<file path="config.mk">
export PLATFORM = sky130hd
export DESIGN_NAME = bit_serial_adder
export DESIGN_NICKNAME = d
export VERILOG_FILES = /design/src/rtl/bit_serial_adder.sv
export SDC_FILE = /design/constraint.sdc
export NUM_CORES = 1
export LEC_CHECK = 0
export CORE_AREA = 2 2 126 128
export DETAILED_ROUTE_END_ITERATION = 10
export DIE_AREA = 0 0 128 130
export HOLD_SLACK_MARGIN = 0.15
export PLACE_DENSITY = 0.74
export SLEW_MARGIN = 10
export SYNTH_ARGS = -nofsm -noshare
export SYNTH_HDL_FRONTEND = slang
export SYNTH_SLANG_ARGS = --single-unit
</file>
<file path="constraint.sdc">
create_clock -name clk -period 14.24 [get_ports clk]
set_input_delay 2.848 -clock clk [delete_from_list [all_inputs] [get_ports clk]]
set_output_delay 2.848 -clock clk [all_outputs]
set_load 0.1 [all_outputs]
</file>
<file path="src/rtl/bit_serial_adder.sv">
// bit_serial_adder: adds two W-bit operands LSB-first through one full-adder cell and a carry flop over W cycles.
module bit_serial_adder #(
    parameter int W = 32
) (
    input  logic         clk,
    input  logic         rst,
    input  logic         start,
    input  logic [W-1:0] a,
    input  logic [W-1:0] b,
    input  logic         cin,
    output logic         busy,
    output logic         done,
    output logic [W-1:0] sum,
    output logic         cout,
    output logic         overflow
);
    localparam int CW = $clog2(W);

    typedef enum logic [1:0] {IDLE, RUN, DONE} state_t;

    state_t        state, nxt;
    logic [W-1:0]  sa, sb, ps;
    logic [CW-1:0] cnt;
    logic          c, s, cn, last, accept;

    assign s      = sa[0] ^ sb[0] ^ c;
    assign cn     = (sa[0] & sb[0]) | (sa[0] & c) | (sb[0] & c);
    assign last   = cnt == CW'(W - 1);
    assign accept = start && state != RUN;
    assign busy   = state == RUN;
    assign done   = state == DONE;

    always_comb begin
        nxt = state;
        nxt = (state == RUN) ? (last ? DONE : RUN) : (start ? RUN : IDLE);
    end

    always_ff @(posedge clk or posedge rst) begin
        if (rst) begin
            state    <= IDLE;
            sa       <= '0;
            sb       <= '0;
            ps       <= '0;
            cnt      <= '0;
            c        <= 1'b0;
            sum      <= '0;
            cout     <= 1'b0;
            overflow <= 1'b0;
        end else begin
            state <= nxt;
            if (accept) begin
                sa  <= a;
                sb  <= b;
                c   <= cin;
                cnt <= '0;
                ps  <= '0;
            end else if (state == RUN) begin
                sa  <= sa >> 1;
                sb  <= sb >> 1;
                c   <= cn;
                ps  <= {s, ps[W-1:1]};
                cnt <= cnt + 1'b1;
                // c here is still the carry into the MSB, so overflow is carry-in XOR carry-out of bit W-1
                if (last) begin
                    sum      <= {s, ps[W-1:1]};
                    cout     <= cn;
                    overflow <= c ^ cn;
                end
            end
        end
    end
endmodule

</file>
==> impl_metrics.tcl, run 1 <==
set metrics [dict create \
    path_max_fanout 3 \
    seq_area_sq_um 3430 \
    final_nets 682 \
    p_clk_frac 0.254 \
    min_path_type "flop to flop" \
    synth.most_common_cell "dfrtp_1" \
    grt_pass1_wl_mm 19.0 \
    ys_warn_count 0 \
    ys_types 25 \
    antenna_found_initial 0 \
    whs_ns 0.476 \
    switching_share 0.409 \
    grt_pass1_vias 3915 \
    cp.arrival_ns 2.15 \
    place_ws_ns 9.43 \
    clkTransAtPathRegs_ns 0.06 \
    syn_avg_cell_area_sq_um 11.6 \
    grt_overflow 0 \
    multi_input_area_sq_um 2350 \
    htree_levels 4 \
    maxSlewViolCount 0 \
    rrSetupSlack_ns 11.64 \
    p_comb_frac 0.384 \
    die_w_um 128 \
    clock-sinks 137 \
    pin_count 104 \
    port_buffers 103 \
    drc 0 \
    internal_power_mw 1.05 \
    final.period_utilization 0.351 \
    async_flop_share 1.00 \
    postRouteAntennaNets 0 \
    synth_top_area_share 0.569 \
    die_h_um 130 \
    criticalPathCategory "flop to output pin" \
    p_leak_nw 3.64 \
    endpoint_kind "output pin" \
    place_congestion 0.756 \
    ys_seq_area_frac 0.569 \
    wl_per_cell_um 14.1 \
    max-slew-margin-rel 0.311 \
    syn_inst 521 \
    cts_buffers 17 \
    ys.flop_type "dfrtp_1" \
    post_cts_buffers 0 \
    fin_worst_skew_ns 0.00977 \
    viasPerCell 4.82 \
    wirelength_mm 11.5 \
    ys_seq_elements 137 \
    drtIter0Drc 183 \
    core_area_sq_um 15400 \
    ir_drop_mv 0.0818 \
    seqPwrFrac 0.361 \
    dieArea_sq_um 16600 \
    power_density_nw_per_um2 231 \
    diodes 0 \
    clk_path_buf_depth 2 \
    first_pass_iters 4 \
    tightest_slew_ns 1.03 \
    synth_commonest_cells "dfrtp_1 (137), nand2_1 (98), o21ai_0 (89), mux2i_1 (66), nand2b_1 (33)" \
    cts_tree "built" \
    rows 46 \
    synth_area_leaders "dfrtp_1 (57%), mux2i_1 (11%), o21ai_0 (7.4%)" \
    fin_crit_ns 5.00 \
    cts-root-buf "clkbuf_16" \
    setup_viol 0 \
    syn_nets 592 \
    required_ns 11.39 \
    synth-edff-count 0 \
    switchingPower_mw 0.729 \
    fmaxAchievable_mhz 200 \
    grt_use_total 0.145 \
    clock_latency_ns 0.42 \
    fin_setup_tns_ns 0 \
    maxCapViolCount 0 \
    synth_area_leader_cell "dfrtp_1" \
    initial_core_util 0.391 \
    synth_area_sq_um 6030 \
    cts_hold_buf 0 \
    status "complete, no violations" \
    crit_path_start_kind "flop" \
    grt_max_degree 125 \
    area_growth_pct 27.9 \
    rsz0062_at_grt "false" \
    dp_hpwl_mm 7.52 \
    timing_hold_violations_final 0 \
    vias 3931 \
    fill_cells 1383 \
    cts_resized 0 \
    timing.final.ws_setup_ns 9.24 \
    drive_above_1_share 0.122 \
]
-- per-stage QoR --
stage | std cells | instance area (sq um) | total power, mW | utilization
after floorplan | 521 | 6030 | 1.18 | -
final | 816 | 7710 | 1.78 | 0.500
after CTS | 816 | 7710 | 1.80 | 0.500
after global placement | 784 | 7100 | 1.32 | 0.460
after detailed placement | 784 | 7100 | 1.34 | 0.460
after global routing | 816 | 7710 | 1.89 | 0.500
-- worst paths after layout --
path | from | end | cells after the start
hold / removal | sb[4] | sb[3] | 2
max in group asynchronous | rst | sb[26] | 3
setup / recovery | state[1] | busy | 2
hold reg to reg | sb[4] | sb[3] | 2
min in group asynchronous | rst | sb[23] | 2
setup reg to reg | state[1] | cnt[2] | 5
-- cell usage in the layout (no fill, tap or decap), types with 8 or more instances in the layout --
cell,n
nand2_1,98
o21ai_0,89
o21ai_1,8
mux2i_1,66
nand2b_1,33
clkbuf_16,17
mux2_2,8
dfrtp_1,137
clkdlybuf4s50_1,102
mux2_4,27
-- power groups by stage --
| stage | Clock [mW] | Combinational [mW] | Sequential, mW |
|---|---|---|---|
| after floorplan | 0 | 0.277 | 0.905 |
| after global placement | 0 | 0.674 | 0.644 |
| after detailed placement | 0 | 0.692 | 0.651 |
| after CTS | 0.464 | 0.694 | 0.645 |
| after global routing | 0.481 | 0.740 | 0.666 |
| final | 0.453 | 0.684 | 0.643 |
-- flip-flops by register name, summed over array words and instances (netlist names) --
name and count:
sa 32, sb 32, sum 32, ps 31, cnt 5, state 2, c 1, cout 1
overflow 1
-- final cells by class --
cell class	instances	area share
Inverter	2	0.00162
Sequential cell	137	0.445
Tap cell	192	0.0312
Timing Repair Buffer	108	0.138
Clock inverter	12	0.0191
Clock buffer	20	0.0605
Multi-Input combinational cell	345	0.305
-- routing by layer --
layer  vias to the layer above  share of wire  track usage
li1                       1936              -            -
met1                      1904           0.46        0.186
met2                        79           0.48        0.228
met3                        12          0.048       0.0492
met4                         0          0.015       0.0608
met5                         -              0            0
-- cells by family after synthesis --
family	synth area share
compound gates	0.0820
mux	0.192
fa+ha+maj	0.00747
buf+inv	0.0415
xor+xnor	0.00145
flops	0.569
simple gates	0.107
-- critical path, cell delays in order, from the launching register on --
cell	delay [ns]
dfrtp_1	0.41
nor2b_4	0.15
clkdlybuf4s50_1	1.17
Note: power is estimated with default switching activity, not from simulation.
==> run 2, diff against run 1 <==
Clock period 14.24 ns to 5.1 ns, I/O delays scaled along.
==> impl_metrics.tcl, run 2 (synthesis gave the netlist of run 1 again) <==
set metrics [dict create \
    wirelength_mm 11.4 \
    cp.arrival_ns 2.12 \
    htree_levels 4 \
    drc 0 \
    cts_buffers 17 \
    reg.largest.list "sa x32, sb x32, sum x32" \
    slowest_stage "clkdlybuf4s50_1" \
    maxCapViolCount 0 \
    tightest_slew_ns 1.01 \
    maxSlewViolCount 0 \
    crit_path_cell_trace "nor2b_4, clkdlybuf4s50_1" \
    grt_pass1_wl_mm 19.2 \
    fmaxAchievable_mhz 318 \
    seqPwrFrac 0.357 \
    mostFrequentLayoutCell "dfrtp_1" \
    whs_ns 0.475 \
    cts_tree "built" \
    p_comb_frac 0.381 \
    endpoint_kind "output pin" \
    rsz0062_at_grt "false" \
    final_nets 683 \
    antenna_found_initial 0 \
    max-slew-margin-rel 0.322 \
    fin_worst_skew_ns 0.00525 \
    cts_resized 0 \
    die_w_um 128 \
    fin_setup_tns_ns 0 \
    clock_latency_ns 0.41 \
    die_h_um 130 \
    cts_hold_buf 0 \
    fin_cells 817 \
    fin_crit_ns 3.14 \
    p_clk_frac 0.262 \
    place_congestion 0.719 \
    wl_per_cell_um 14.0 \
    min_path_type "flop to flop" \
    drive_above_1_share 0.122 \
    ir_drop_mv 0.279 \
    max_stage_delay_ns 1.15 \
    final.period_utilization 0.616 \
    grt_use_total 0.147 \
    viasPerCell 4.78 \
    vias 3906 \
    final_cell_mix "dfrtp_1 (137), clkdlybuf4s50_1 (102), nand2_1 (98), o21ai_0 (89), mux2i_1 (66)" \
    clk_path_buf_depth 2 \
    path_buf_inv 1 \
    rows 46 \
    required_ns 4.08 \
    fin_util 0.502 \
    initial_core_util 0.391 \
    dp.cells 785 \
    diodes 0 \
    grt_max_degree 111 \
    switchingPower_mw 2.03 \
    clkTransAtPathRegs_ns 0.06 \
    grt_overflow 0 \
    port_buffers 103 \
    drtIter0Drc 187 \
    critPathTopFamily "buffers and inverters" \
    setup_viol 0 \
    core_area_sq_um 15400 \
    pin_count 104 \
    clock-sinks 137 \
    dieArea_sq_um 16600 \
    dp_hpwl_mm 7.51 \
    post_cts_buffers 0 \
    cts-root-buf "clkbuf_16" \
    switching_share 0.405 \
    p_leak_nw 3.66 \
    first_pass_iters 4 \
    timing_hold_violations_final 0 \
    status "complete, no violations" \
    criticalPathCategory "flop to output pin" \
    power_density_nw_per_um2 649 \
    area_growth_pct 28.5 \
    grt_pass1_vias 3921 \
    path_max_fanout 3 \
    postRouteAntennaNets 0 \
    internal_power_mw 2.99 \
    crit_path_start_kind "flop" \
]
run 2: cell types whose count changed in the layout (fill, tap and decap cells not counted):
cell        previous run  this run
buf_4                  6         7
clkinv_2               5         3
clkinvlp_4             2         1
clkbuf_1               0         1
clkinv_4               2         3
bufinv_16              3         4
run 2: through the flow:
step / power, mW / cell area (sq um) / setup WS [ns]
2_1_floorplan: 3.30 / 6030 / 0.412
3_5_place_dp: 3.75 / 7100 / 2.25
6_report: 5.02 / 7740 / 1.96
3_3_place_gp: 3.67 / 7100 / 2.35
4_1_cts: 5.09 / 7740 / 1.90
5_1_grt: 5.33 / 7740 / 1.88
run 2: power groups by stage:
| stage | clock, mW | sequential (mW) | combinational [mW] |
|---|---|---|---|
| finish | 1.31 | 1.79 | 1.91 |
| global route | 1.40 | 1.86 | 2.07 |
| global placement | 0 | 1.79 | 1.88 |
| floorplan | 0 | 2.53 | 0.774 |
| CTS | 1.35 | 1.80 | 1.94 |
| detailed placement | 0 | 1.81 | 1.94 |
run 2: cell type report:
type,count,area (sq um)
Clock buffer,21,470
Clock inverter,11,169
Fill cell,1355,7680
Inverter,2,12.5
Multi-Input combinational cell,345,2350
Sequential cell,137,3430
Tap cell,192,240
Timing Repair Buffer,109,1070
run 2: metal layers:
layer  GRT usage  share of wire  up-vias
met5           0              0        -
met4      0.0562          0.017        0
met3      0.0439          0.041       15
met2       0.242           0.49       74
met1       0.186           0.45     1872
li1            -              -     1945
run 2: tightest hold or removal path: stages (launching register included):
cell	delay (ns)
dfrtp_1	0.34
nand2_1	0.04
o21ai_0	0.06
run 2: path summary, 6_finish.rpt:
check                           startpoint       to  slack, ns  cells after the start
min in group asynchronous              rst    sa[4]       1.12                      2
max in group asynchronous              rst  sum[24]       3.04                      3
worst max register to register    state[1]   cnt[2]       2.47                      5
worst min-delay path                sa[30]   sa[29]       0.47                      2
worst max-delay path              state[1]     busy       1.96                      2
worst min register to register      sa[30]   sa[29]       0.47                      2
==> run 3, diff against run 2 <==
Clock period 5.1 ns to 3.1 ns, I/O delays scaled along.
==> impl_metrics.tcl, run 3 (synthesis gave the netlist of run 1 again) <==
set metrics [dict create \
    grt_pass1_wl_mm 18.9 \
    grt_pass1_vias 3928 \
    pin_count 104 \
    cts-root-buf "clkbuf_16" \
    tightest_slew_ns 0.781 \
    status "complete, no violations" \
    final.period_utilization 0.684 \
    place_congestion 0.732 \
    rsz0062_at_grt "false" \
    grt_use_total 0.145 \
    p_leak_nw 3.69 \
    p_clk_frac 0.245 \
    area_growth_pct 26.8 \
    fin_setup_tns_ns 0 \
    setup_viol 0 \
    timing_hold_violations_final 0 \
    internal_power_mw 4.65 \
    viasPerCell 4.82 \
    clk_path_buf_depth 2 \
    final_nets 685 \
    htree_levels 4 \
    vias 3946 \
    dieArea_sq_um 16600 \
    mostFrequentLayoutCell "dfrtp_1" \
    antenna_found_initial 0 \
    switchingPower_mw 3.39 \
    ir_drop_mv 0.430 \
    criticalPathCategory "flop to flop" \
    fmaxAchievable_mhz 472 \
    drive_above_1_share 0.183 \
    clock-sinks 137 \
    first_pass_iters 6 \
    dp_hpwl_mm 7.52 \
    clkTransAtPathRegs_ns 0.06 \
    die_h_um 130 \
    cts_tree "built" \
    final_cell_mix "dfrtp_1 (137), nand2_1 (98), o21ai_0 (89), mux2i_1 (66), clkdlybuf4s50_1 (66)" \
    cts_resized 0 \
    port_buffers 103 \
    rows 46 \
    fin_worst_skew_ns 0.00290 \
    grt_overflow 0 \
    cts_hold_buf 0 \
    seqPwrFrac 0.368 \
    postRouteAntennaNets 0 \
    cts_buffers 17 \
    clock_latency_ns 0.42 \
    core_area_sq_um 15400 \
    grt_max_degree 138 \
    post_cts_buffers 0 \
    reg.largest.list "sa x32, sb x32, sum x32" \
    wirelength_mm 11.4 \
    crit_path_start_kind "flop" \
    maxCapViolCount 0 \
    min_path_type "flop to flop" \
    fin_crit_ns 2.12 \
    endpoint_kind "flop" \
    required_ns 3.40 \
    drc 0 \
    die_w_um 128 \
    max-slew-margin-rel 0.479 \
    diodes 0 \
    wl_per_cell_um 14.0 \
    cp.arrival_ns 2.42 \
    p_comb_frac 0.387 \
    power_density_nw_per_um2 1050 \
    initial_core_util 0.391 \
    maxSlewViolCount 0 \
    whs_ns 0.479 \
    path_max_fanout 36 \
    switching_share 0.422 \
    drtIter0Drc 228 \
]
## run 3: cell count changes in the layout (fill, tap and decap cells not counted), moves of 2 or more
cell,before,now
buf_12,0,3
buf_4,7,42
bufinv_16,4,2
clkbuf_8,3,0
clkdlybuf4s50_1,102,66
clkinvlp_4,1,6
## run 3: through the flow
step | instance area, sq um | utilization | std cells | power, mW | setup WS, ns
finish | 7640 | 0.495 | 819 | 8.04 | 0.981
detailed placement | 7060 | 0.458 | 787 | 6.13 | 0.993
CTS | 7640 | 0.495 | 819 | 8.14 | 0.962
global route | 7640 | 0.495 | 819 | 8.52 | 0.848
floorplan | 6030 | - | 521 | 5.43 | 0.738
global placement | 7060 | 0.458 | 787 | 6.00 | 1.05
## run 3: final timing paths
kind,slack [ns],from,to,depth (start not counted)
setup / recovery,0.98,cnt[0],sum[25],6
hold / removal,0.48,sb[15],sb[14],2
setup reg to reg,0.98,cnt[0],sum[25],6
hold reg to reg,0.48,sb[15],sb[14],2
max in group asynchronous,1.76,rst,sa[16],3
min in group asynchronous,0.71,rst,sa[22],3
## run 3: layer usage
layer	part of all wire	global-route usage	up-vias
met5	0	0	-
met4	0.018	0.0608	0
met3	0.052	0.0513	15
met2	0.48	0.231	75
met1	0.45	0.182	1895
li1	-	-	1961
## run 3: cell type report
cell class / instances / area, sq um
clock buffers: 17 / 425
clock inverters: 15 / 153
fillers: 1399 / 7780
inverters: 2 / 11.3
multi-input cells: 345 / 2350
flip-flops and latches: 137 / 3430
well taps: 192 / 240
repair buffers: 111 / 1040
## run 3: power by group through the flow
| stage | Clock, mW | Combinational (mW) | Sequential, mW |
|---|---|---|---|
| 2_1_floorplan | 0 | 1.27 | 4.16 |
| 3_3_place_gp | 0 | 3.06 | 2.95 |
| 3_5_place_dp | 0 | 3.15 | 2.98 |
| 4_1_cts | 2.03 | 3.15 | 2.96 |
| 5_1_grt | 2.10 | 3.36 | 3.05 |
| 6_report | 1.97 | 3.11 | 2.96 |
## run 3: critical path, stage by stage (launching register included)
cell and delay [ns]:
dfrtp_1 0.41, ha_1 0.24, and3_1 0.19, ha_1 0.18, nand3b_1 0.08, buf_4 0.49
mux2_2 0.40
